[src/rtl/target_pkg.sv]
// Shared definitions for the target sequencer.
//   - state_e       : controller phases, encoded exactly as presented on state_o
//   - ms_to_cycles  : converts a millisecond duration to clock cycles (never below 1)
//   - clamp_coord   : limits a coordinate to the last valid screen pixel
package target_pkg;

    localparam logic [2:0] STATE_IDLE     = 3'd0;
    localparam logic [2:0] STATE_ACQUIRE  = 3'd1;
    localparam logic [2:0] STATE_FIRING   = 3'd2;
    localparam logic [2:0] STATE_COOLDOWN = 3'd3;
    localparam logic [2:0] STATE_COAST    = 3'd4;

    typedef enum logic [2:0] {
        ST_IDLE     = STATE_IDLE,
        ST_ACQUIRE  = STATE_ACQUIRE,
        ST_FIRING   = STATE_FIRING,
        ST_COOLDOWN = STATE_COOLDOWN,
        ST_COAST    = STATE_COAST
    } state_e;

    // A zero-length phase would never let the shared timer report expiry,
    // so every duration is at least one cycle.
    function automatic int ms_to_cycles(input int freq_mhz, input int ms);
        int cycles;
        cycles = freq_mhz * 1000 * ms;
        return (cycles < 1) ? 1 : cycles;
    endfunction

    function automatic logic [31:0] clamp_coord(input logic [31:0] v, input logic [31:0] max_v);
        return (v > max_v) ? max_v : v;
    endfunction

endpackage

[src/rtl/phase_timer.sv]
// Saturating up-counter shared by all timed phases.
//   clk     : system clock
//   rst     : synchronous active-high reset
//   clr_i   : restart the count from zero on the next edge
//   tc_i    : terminal count; the counter holds once it gets there
//   done_o  : count equals the terminal count
module phase_timer #(
    parameter int W = 1
) (
    input  logic         clk,
    input  logic         rst,
    input  logic         clr_i,
    input  logic [W-1:0] tc_i,
    output logic         done_o
);

    logic [W-1:0] count_q;
    logic [W-1:0] count_d;

    always_comb begin
        count_d = count_q;
        if (clr_i) begin
            count_d = '0;
        end else if (count_q < tc_i) begin
            count_d = count_q + 1'b1;
        end
    end

    always_ff @(posedge clk) begin
        if (rst) begin
            count_q <= '0;
        end else begin
            count_q <= count_d;
        end
    end

    assign done_o = (count_q == tc_i);

endmodule

[src/rtl/target_sequencer.sv]
// Targeting controller: lock -> fire -> cooldown cycle with a coast period
// that rides out short tracker dropouts.
//   clk, rst               : clock, synchronous active-high reset
//   arm                    : engagement enable; low forces IDLE immediately
//   on_screen              : tracker reports a target
//   tracked_x / tracked_y  : tracker coordinates (clamped to the screen)
//   driven_x / driven_y    : servo command
//   fire                   : laser enable
//   state_o                : current phase encoding
//   shot_count             : completed pulses, saturating
module target_sequencer
    import target_pkg::*;
#(
    parameter int CLK_FREQ_MHZ = 50,
    parameter int LOCK_MS      = 200,
    parameter int FIRE_MS      = 100,
    parameter int COOLDOWN_MS  = 300,
    parameter int GRACE_MS     = 50,
    parameter int X_W          = 10,
    parameter int Y_W          = 9,
    parameter int SCREEN_W     = 640,
    parameter int SCREEN_H     = 480,
    parameter int SHOT_W       = 8
) (
    input  logic              clk,
    input  logic              rst,
    input  logic              arm,
    input  logic              on_screen,
    input  logic [X_W-1:0]    tracked_x,
    input  logic [Y_W-1:0]    tracked_y,
    output logic [X_W-1:0]    driven_x,
    output logic [Y_W-1:0]    driven_y,
    output logic              fire,
    output logic [2:0]        state_o,
    output logic [SHOT_W-1:0] shot_count
);

    localparam int LOCK_CYCLES     = ms_to_cycles(CLK_FREQ_MHZ, LOCK_MS);
    localparam int FIRE_CYCLES     = ms_to_cycles(CLK_FREQ_MHZ, FIRE_MS);
    localparam int COOLDOWN_CYCLES = ms_to_cycles(CLK_FREQ_MHZ, COOLDOWN_MS);
    localparam int GRACE_CYCLES    = ms_to_cycles(CLK_FREQ_MHZ, GRACE_MS);
    localparam int MAX_A           = (LOCK_CYCLES > FIRE_CYCLES) ? LOCK_CYCLES : FIRE_CYCLES;
    localparam int MAX_B           = (COOLDOWN_CYCLES > GRACE_CYCLES) ? COOLDOWN_CYCLES : GRACE_CYCLES;
    localparam int MAX_CYCLES      = (MAX_A > MAX_B) ? MAX_A : MAX_B;
    localparam int TW              = $clog2(MAX_CYCLES + 1);

    localparam logic [X_W-1:0] CENTER_X = X_W'(SCREEN_W / 2);
    localparam logic [Y_W-1:0] CENTER_Y = Y_W'(SCREEN_H / 2);

    state_e            state_q;
    state_e            state_d;
    logic [TW-1:0]     timer_tc;
    logic              timer_done;
    logic              timer_clr;
    logic              shot_inc;
    logic [X_W-1:0]    clamp_x;
    logic [Y_W-1:0]    clamp_y;
    logic [X_W-1:0]    hold_x_q;
    logic [Y_W-1:0]    hold_y_q;
    logic [SHOT_W-1:0] shot_q;

    assign clamp_x = X_W'(clamp_coord(32'(tracked_x), 32'(SCREEN_W - 1)));
    assign clamp_y = Y_W'(clamp_coord(32'(tracked_y), 32'(SCREEN_H - 1)));

    // The timer is cleared on the edge that enters a phase, so a phase of
    // N cycles expires when the count shows N-1.
    always_comb begin
        case (state_q)
            ST_ACQUIRE:  timer_tc = TW'(LOCK_CYCLES - 1);
            ST_FIRING:   timer_tc = TW'(FIRE_CYCLES - 1);
            ST_COOLDOWN: timer_tc = TW'(COOLDOWN_CYCLES - 1);
            ST_COAST:    timer_tc = TW'(GRACE_CYCLES - 1);
            default:     timer_tc = '0;
        endcase
    end

    phase_timer #(.W(TW)) u_timer (
        .clk    (clk),
        .rst    (rst),
        .clr_i  (timer_clr),
        .tc_i   (timer_tc),
        .done_o (timer_done)
    );

    // Priority: disarm, then target loss, then timer expiry.
    always_comb begin
        state_d  = state_q;
        shot_inc = 1'b0;
        if (!arm) begin
            state_d = ST_IDLE;
        end else begin
            case (state_q)
                ST_IDLE: begin
                    if (on_screen) state_d = ST_ACQUIRE;
                end
                ST_ACQUIRE: begin
                    if (!on_screen)      state_d = ST_COAST;
                    else if (timer_done) state_d = ST_FIRING;
                end
                ST_FIRING: begin
                    if (!on_screen) begin
                        state_d = ST_COAST;
                    end else if (timer_done) begin
                        state_d  = ST_COOLDOWN;
                        shot_inc = 1'b1;
                    end
                end
                ST_COOLDOWN: begin
                    if (!on_screen)      state_d = ST_COAST;
                    else if (timer_done) state_d = ST_FIRING;
                end
                ST_COAST: begin
                    if (on_screen)       state_d = ST_ACQUIRE;
                    else if (timer_done) state_d = ST_IDLE;
                end
                default: state_d = ST_IDLE;
            endcase
        end
    end

    assign timer_clr = (state_d != state_q);

    always_ff @(posedge clk) begin
        if (rst) begin
            state_q  <= ST_IDLE;
            hold_x_q <= '0;
            hold_y_q <= '0;
            shot_q   <= '0;
        end else begin
            state_q <= state_d;
            if (on_screen) begin
                hold_x_q <= clamp_x;
                hold_y_q <= clamp_y;
            end
            if (shot_inc && (shot_q != '1)) begin
                shot_q <= shot_q + 1'b1;
            end
        end
    end

    always_comb begin
        driven_x = CENTER_X;
        driven_y = CENTER_Y;
        case (state_q)
            ST_ACQUIRE, ST_FIRING, ST_COOLDOWN: begin
                driven_x = clamp_x;
                driven_y = clamp_y;
            end
            ST_COAST: begin
                driven_x = hold_x_q;
                driven_y = hold_y_q;
            end
            default: ;
        endcase
    end

    assign fire       = (state_q == ST_FIRING);
    assign state_o    = state_q;
    assign shot_count = shot_q;

endmodule

[config.mk]
export PLATFORM = sky130hd
export DESIGN_NAME = target_sequencer
export DESIGN_NICKNAME = d
export VERILOG_FILES = /design/src/rtl/target_pkg.sv /design/src/rtl/phase_timer.sv /design/src/rtl/target_sequencer.sv
export SDC_FILE = /design/constraint.sdc
export NUM_CORES = 1
export LEC_CHECK = 0
export BUFFER_PORTS_ARGS = -buffer_cell sky130_fd_sc_hd__buf_4
export CORE_UTILIZATION = 40
export DETAILED_ROUTE_END_ITERATION = 7
export PLACE_DENSITY = 0.57
export SETUP_SLACK_MARGIN = 0.5
export SYNTH_ARGS = -nofsm -noshare
export SYNTH_HDL_FRONTEND = slang
export SYNTH_SLANG_ARGS = --single-unit
[constraint.sdc]
create_clock -name clk -period 7.44 [get_ports clk]
set_input_delay 0.744 -clock clk [delete_from_list [all_inputs] [get_ports clk]]
set_output_delay 0.744 -clock clk [all_outputs]
set_load 0.02 [all_outputs]
==> impl_metrics.csv, run 1 <==
group,metric,value,unit
status,outcome,"completed",
floorplanning,die_h,91.5,µm
global_routing,antenna_found_initial,0,
logic_synthesis,syn_nets,444,
logic_synthesis,yosys.area_share.simple,0.265,
worst_setup_path,crit_type,"reg2reg",
floorplanning,fp.dieArea,0.00838,mm²
worst_setup_path,start_kind,"flip-flop",
clock_tree,cts_tree,"built",
global_routing,grt_pass1_vias,2787,
clock_tree,path_clk_slew,0.09,ns
timing,relSlewSlack,0.295,
logic_synthesis,synth_compound_area_frac,0.206,
worst_setup_path,crit_slowest_cell,"nor3_2",
timing,finalCriticalPeriod,4.57,ns
timing,finalClockSkew,0.00770,ns
clock_tree,cts_root_buf,"clkbuf_8",
pwr,peakVddDrop,78.2,µV
worst_setup_path,worstSetupEndpointType,"flip-flop",
final_layout,fin_area,0.00376,mm²
clock_tree,numCtsBuffers,5,
placed_design,place.gp.congestion,0.883,
timing,rsz0062_at_grt,"false",
timing,fmax,219,MHz
logic_synthesis,synth_xor_area_frac,0.0191,
final_layout,finalNonFillerCells,538,
timing,hold_viol,0,
global_routing,grt_pass1_wl,13300,µm
floorplanning,row_count,32,
logic_synthesis,synth_cells,396,
logic_synthesis,async_flop_share,0,
final_layout,drive_gt1_frac,0.149,
logic_synthesis,yosysTopAreaCellShare,0.337,
logic_synthesis,synthFlopType,"dfxtp_1",
placed_design,numPortBuffers,53,
global_routing,grt_max_degree,45,
floorplanning,die_w,91.5,µm
worst_setup_path,worstPathArrival,4.79,ns
worst_setup_path,cp_max_fo,44,
placed_design,placed_area,0.00365,mm²
routing,final_antenna_net_count,0,
clock_tree,ctsLongestPathBuffers,2,
logic_synthesis,synth_seq_area_share,0.337,
logic_synthesis,synth_top_family_by_area,"simple AND/OR/NAND/NOR gates",
timing,fin_crit_sh,0.614,
final_layout,syn2layout_area_growth,17.4,%
job,max_cap_viol_count,0,
floorplanning,core_area,0.00773,mm²
logic_synthesis,synth_adder_area_share,0.0975,
routing,wl_per_cell,14.7,µm
final_layout,mostFrequentLayoutCells,"nor2_1 (54), dfxtp_1 (54), buf_4 (53)",
routing,drt_pre_antenna_iters,7,
routing,drt_iter0_markers,115,
timing,tns,0,ns
timing,tightest_slew,1.05,ns
final_layout,n_antenna_cell,0,
logic_synthesis,yosysTopAreaCell,"dfxtp_1",
worst_hold_path,hold_class,"reg2reg",
clock_tree,post_cts_buffers,0,
final_layout,nNetsFinal,484,
global_routing,track_usage,0.192,
worst_setup_path,crit_chain,"inv_1 -> nor3_2 -> a21oi_1 -> and2_1 -> ha_1 -> nand4b_1 -> nor2_1 -> a22oi_1 -> nand4_2 -> or4_1 -> a21oi_1",
worst_setup_path,crit_path_frequent_cell,"a21oi_1",
logic_synthesis,yosys_warnings,0,
logic_synthesis,avgSynthCellArea,8.10,µm²
logic_synthesis,synth_edf_count,0,
routing,vias_per_cell,5.65,
routing,dr_total_vias,3038,
logic_synthesis,synthMuxAreaShare,0.0316,
logic_synthesis,synth_cell_type_count,41,
clock_tree,clock_sinks,54,
logic_synthesis,ys_seq_elements,54,
timing,drv_slew,0,
floorplanning,io-pin-count,54,
worst_setup_path,worstPathRequired,7.66,ns
clock_tree,postCtsHoldBufs,0,
global_routing,grt_overflow,0,
clock_tree,cts_max_level,2,
clock_tree,clk_latency,0.30,ns
floorplanning,start_util,0.415,
timing,finalSetupViolCount,0,
pwr,p_per_area,160,mW/mm²
worst_setup_path,cp_slowest_stage_delay,0.86,ns
routing,drt_wl_total,7900,µm
clock_tree,ctsResizeCount,0,
routing,drcViolationCount,0,
logic_synthesis,syn_area,0.00321,mm²
logic_synthesis,synth_area_leaders,"dfxtp_1 (34%), ha_1 (9.8%), nor2_1 (6.3%), a21oi_1 (6.2%), o31ai_1 (4.9%)",
placed_design,dp_cells,531,
pwr,p_leak,1.44,nW
placed_design,dp_hpwl,5710,µm
final_layout,post-route-util,0.487,
[logic make-up (layout without fill, tap and decap cells)]
kind of cell,after synthesis,count (layout)
AND/OR/NAND/NOR,162,162
AO/OA/AOI/OAI,104,104
flip-flops,54,54
buffers and inverters,34,74
adder cells (fa/ha/maj),25,25
multiplexers,10,10
XOR/XNOR,7,7
[power by group]
part	switching, W	internal [W]
Sequential	0.00000631	0.000298
Clock	0.0000939	0.000108
Combinational	0.0000615	0.0000360
[cell type report]
class / count / area (µm²)
fill: 804 / 3960
multi-input combinational: 308 / 1990
sequential: 54 / 1080
timing repair buffer: 53 / 398
tap: 102 / 128
clock buffer: 6 / 82.6
inverter: 14 / 52.6
clock inverter: 1 / 30.0
[worst paths after layout]
| kind | startpoint | endpoint | slack (ns) | cells after the start |
|---|---|---|---|---|
| max | state_o[2]$_SDFF_PP0_ | u_timer.count_q[7]$_SDFFE_PP0N_ | 2.87 | 11 |
| min | hold_y_q[5]$_SDFFE_PP0P_ | hold_y_q[5]$_SDFFE_PP0P_ | 0.48 | 2 |
| max reg2reg | state_o[2]$_SDFF_PP0_ | u_timer.count_q[7]$_SDFFE_PP0N_ | 2.87 | 11 |
| min reg2reg | hold_y_q[5]$_SDFFE_PP0P_ | hold_y_q[5]$_SDFFE_PP0P_ | 0.48 | 2 |
[cells in the mapped netlist (12+ instances only)]
library cell,number
a211oi_1,13
a21oi_1,40
clkbuf_1,12
dfxtp_1,54
ha_1,25
inv_1,14
nand2_1,26
nand3_1,16
nor2_1,54
o21ai_0,15
o31ai_1,21
or4_1,21
[critical path: cells and delay by family, from the launching register on]
kind / cells / cell delay [ns]
AO/OA/AOI/OAI: 3 / 0.65
adder cells (fa/ha/maj): 1 / 0.32
buffers and inverters: 1 / 0.12
flip-flops: 1 / 0.45
AND/OR/NAND/NOR: 6 / 2.92
[state kept, by name (all words and copies together), names as in the netlist]
name and cells:
hold_y_q 9, hold_x_q 10, state_o 3, shot_count 8
u_timer.count_q 24
[routing by layer]
layer | up-vias | track usage | routed length (µm)
met4 | 0 | 0.0397 | 42
met1 | 1425 | 0.264 | 3980
met2 | 55 | 0.313 | 3610
li1 | 1556 | - | -
met3 | 2 | 0.0360 | 277
met5 | - | 0 | 0
[stage by stage]
| stage | worst slack [ns] | power (W) | hold WS [ns] |
|---|---|---|---|
| 4_1_cts | 2.87 | 0.000612 | 0.489 |
| 6_report | 2.87 | 0.000603 | 0.484 |
| 2_1_floorplan | 4.07 | 0.000378 | 0.451 |
| 3_3_place_gp | 2.96 | 0.000408 | 0.459 |
| 5_1_grt | 2.42 | 0.000635 | 0.495 |
| 3_5_place_dp | 2.90 | 0.000409 | 0.474 |
Note: power is estimated with default switching activity, not from simulation.
==> run 2, diff against run 1 <==
ABC_AREA = 1   (was default)
PLACE_DENSITY = 0.58   (was 0.57)
clock period = 4.13 ns   (was 7.44 ns; I/O delays follow)
==> run 2 against run 1 <==
Against the previous run: non-clock buffer count rose by 3; design area rose by 23%; largest cell class unchanged; critical path depth increased by 6; area after synthesis rose by 26%; largest power group unchanged; via count grew 23%; synthesized cell count increased by 51%; highest routed layer unchanged; first-iteration DRC count down 23%; core utilization fell by 1.5 points; clock power up 68%; critical endpoint is now u_timer.count_q[0]$_SDFFE_PP0N_.
==> impl_metrics.csv, run 2 <==
group,metric,value,unit
timing,finalSetupViolCount,0,
final_layout,final_common_cell,"nand2_1",
placed_design,dp_hpwl,7370,µm
final_layout,seq_area,0.00108,mm²
logic_synthesis,synth_edf_count,0,
timing,rsz0062_at_grt,"false",
routing,dr_total_vias,3747,
logic_synthesis,synth_seq_area_share,0.267,
final_layout,mostFrequentLayoutCells,"nand2_1 (137), inv_1 (72), nor2_1 (65)",
worst_setup_path,cp_num_buf_inv,3,
clock_tree,numCtsBuffers,5,
clock_tree,path_clk_slew,0.10,ns
final_layout,top_regs,"u_timer.count_q: 24 flops, hold_x_q: 10 flops, hold_y_q: 9 flops",
floorplanning,die_w,103,µm
final_layout,drive_gt1_frac,0.192,
clock_tree,cts_root_buf,"clkbuf_8",
floorplanning,io-pin-count,54,
floorplanning,row_count,36,
logic_synthesis,post-synth-top-count-cell,"nand2_1",
logic_synthesis,async_flop_share,0,
final_layout,nNetsFinal,688,
placed_design,place.gp.congestion,0.866,
worst_setup_path,crit_slowest_cell,"dfxtp_1",
clock_tree,ctsLongestPathBuffers,2,
timing,finalClockSkew,0.0114,ns
worst_setup_path,worstPathRequired,4.34,ns
worst_setup_path,cp_max_fo,24,
floorplanning,start_util,0.414,
worst_setup_path,worstSetupEndpointType,"flip-flop",
logic_synthesis,yosysTopAreaCellShare,0.267,
routing,drt_iter0_markers,89,
pwr,finalPower,0.00116,W
routing,wl_per_cell,12.7,µm
clock_tree,cts_tree,"built",
clock_tree,post_cts_buffers,0,
timing,fmax,305,MHz
final_layout,largest_reg_flops,24,
worst_setup_path,worstPathArrival,3.49,ns
timing,drv_slew,0,
global_routing,grt_max_degree,32,
pwr,p_leak,2.00,nW
logic_synthesis,yosys_warnings,0,
floorplanning,die_h,103,µm
worst_setup_path,crit_chain,"inv_2 -> nand2_4 -> nor2_4 -> buf_4 -> nor2_2 -> inv_1 -> ha_1 -> nand2_1 -> nor2_1 -> and2_1 -> nand2_4 -> a21oi_1 -> nand3_1 -> nand3_2 -> nor2_4 -> nand2_4 -> nor2_1",
job,max_cap_viol_count,0,
floorplanning,core_area,0.00977,mm²
floorplanning,fp.dieArea,0.0105,mm²
logic_synthesis,ys_seq_elements,54,
logic_synthesis,yosysTopAreaCell,"dfxtp_1",
worst_setup_path,critPathTopFamily,"simple AND/OR/NAND/NOR gates",
clock_tree,cts_max_level,2,
final_layout,multi_input_area,0.00253,mm²
logic_synthesis,ys_top_cells_by_count,"nand2_1 (138), inv_1 (72), nor2_1 (66)",
worst_setup_path,cp_slowest_stage_delay,0.49,ns
timing,tns,0,ns
logic_synthesis,syn_nets,645,
global_routing,antenna_found_initial,0,
logic_synthesis,synth_area_leaders,"dfxtp_1 (27%), nand2_1 (13%), ha_1 (7.7%), inv_1 (6.7%), nor2_4 (6.4%)",
global_routing,use_met1,0.264,
global_routing,grtUsageMet2,0.330,
routing,vias_per_cell,4.84,
final_layout,syn2layout_area_growth,14.0,%
logic_synthesis,synthFlopType,"dfxtp_1",
logic_synthesis,synth_cell_type_count,40,
worst_setup_path,start_kind,"flip-flop",
status,outcome,"completed",
routing,drcViolationCount,0,
timing,hold_viol,0,
global_routing,grt_pass1_wl,16700,µm
logic_synthesis,syn_area,0.00405,mm²
final_layout,n_antenna_cell,0,
routing,drt_pre_antenna_iters,7,
worst_setup_path,crit_path_frequent_cell,"nand2_4",
clock_tree,clk_latency,0.34,ns
pwr,p_per_area,251,mW/mm²
global_routing,grt_pass1_vias,3523,
pwr,peakVddDrop,149,µV
logic_synthesis,avgSynthCellArea,6.78,µm²
clock_tree,clock_sinks,54,
timing,fin_crit_sh,0.794,
global_routing,grt-busiest-layer,"met2",
routing,drt_wl_total,9830,µm
global_routing,grt_overflow,0,
timing,finalCriticalPeriod,3.28,ns
worst_hold_path,hold_class,"in2reg",
routing,final_antenna_net_count,0,
worst_setup_path,crit_type,"reg2reg",
global_routing,grt_util_met3,0.0556,
timing,tightest_slew,0.670,ns
final_layout,n_fill_cell,1041,
global_routing,track_usage,0.205,
timing,relSlewSlack,0.554,
logic_synthesis,synth_cells,597,
final_layout,largest-register,"u_timer.count_q",
placed_design,numPortBuffers,53,
## run 2: cell count changes after synthesis, moves of 21 or more
cell,delta
inv_1,+58
nand2_1,+112
o31ai_1,-21
or4_1,-21
nand3_1,+27
nor2_4,+23
## run 2: cell families (layout without fill, tap and decap cells)
family	after synthesis	count (layout)	synth area share
simple gates	312	312	0.382
buf+inv	103	147	0.110
compound gates	79	79	0.112
flops	54	54	0.267
fa+ha+maj	25	25	0.0773
xor+xnor	24	24	0.0519
## run 2: area by class of cell
class,instances,share of cell area
Multi-Input combinational cell,440,0.548
Sequential cell,54,0.235
Timing Repair Buffer,56,0.0912
Inverter,83,0.0686
Tap cell,133,0.0361
Clock buffer,6,0.0179
Clock inverter,2,0.00380
## run 2: worst paths after layout
kind	end	start	slack (ns)	cells past startpoint
setup / recovery	u_timer.count_q[0]$_SDFFE_PP0N_	state_o[1]$_SDFF_PP0_	0.85	17
hold / removal	hold_y_q[8]$_SDFFE_PP0P_	tracked_y[8]	0.32	3
setup reg to reg	u_timer.count_q[0]$_SDFFE_PP0N_	state_o[1]$_SDFF_PP0_	0.85	17
hold reg to reg	hold_x_q[9]$_SDFFE_PP0P_	hold_x_q[9]$_SDFFE_PP0P_	0.47	2
## run 2: through the flow
step / setup slack [ns] / utilization / instances / hold slack [ns] / instance area (µm²)
final: 0.849 / 0.472 / 774 / 0.319 / 4610
after global routing: 0.577 / 0.472 / 774 / 0.302 / 4610
after CTS: 0.689 / 0.471 / 774 / 0.291 / 4610
after detailed placement: 0.483 / 0.461 / 766 / 0.456 / 4510
after global placement: 0.559 / 0.461 / 766 / 0.450 / 4510
after floorplan: 1.33 / - / 597 / 0.434 / 4050
## run 2: worst reg2reg max path, stage by stage, from the launching register on
cell,delay (ns)
dfxtp_1,0.49
inv_2,0.11
nand2_4,0.13
nor2_4,0.04
buf_4,0.19
nor2_2,0.28
inv_1,0.10
ha_1,0.28
nand2_1,0.04
nor2_1,0.10
and2_1,0.25
nand2_4,0.11
a21oi_1,0.17
nand3_1,0.11
nand3_2,0.10
nor2_4,0.05
nand2_4,0.48
nor2_1,0.11
## run 2: report_power, final
group	switching [W]	internal, W
Sequential	0.0000144	0.000538
Clock	0.000201	0.000139
Combinational	0.000178	0.0000881
Total	0.000394	0.000765
## run 2: repair_timing
item / CTS / global route
resized for setup: 1 / 2
endpoints found under the setup margin: 4 / 9
hold buffers: 0 / 0
gates cloned: 0 / 0
## run 2: routing by layer
metal | vias to the layer above | routed length, µm
li1 | 1991 | -
met1 | 1663 | 4800
met2 | 80 | 4380
met3 | 13 | 477
met4 | 0 | 165
met5 | - | 0
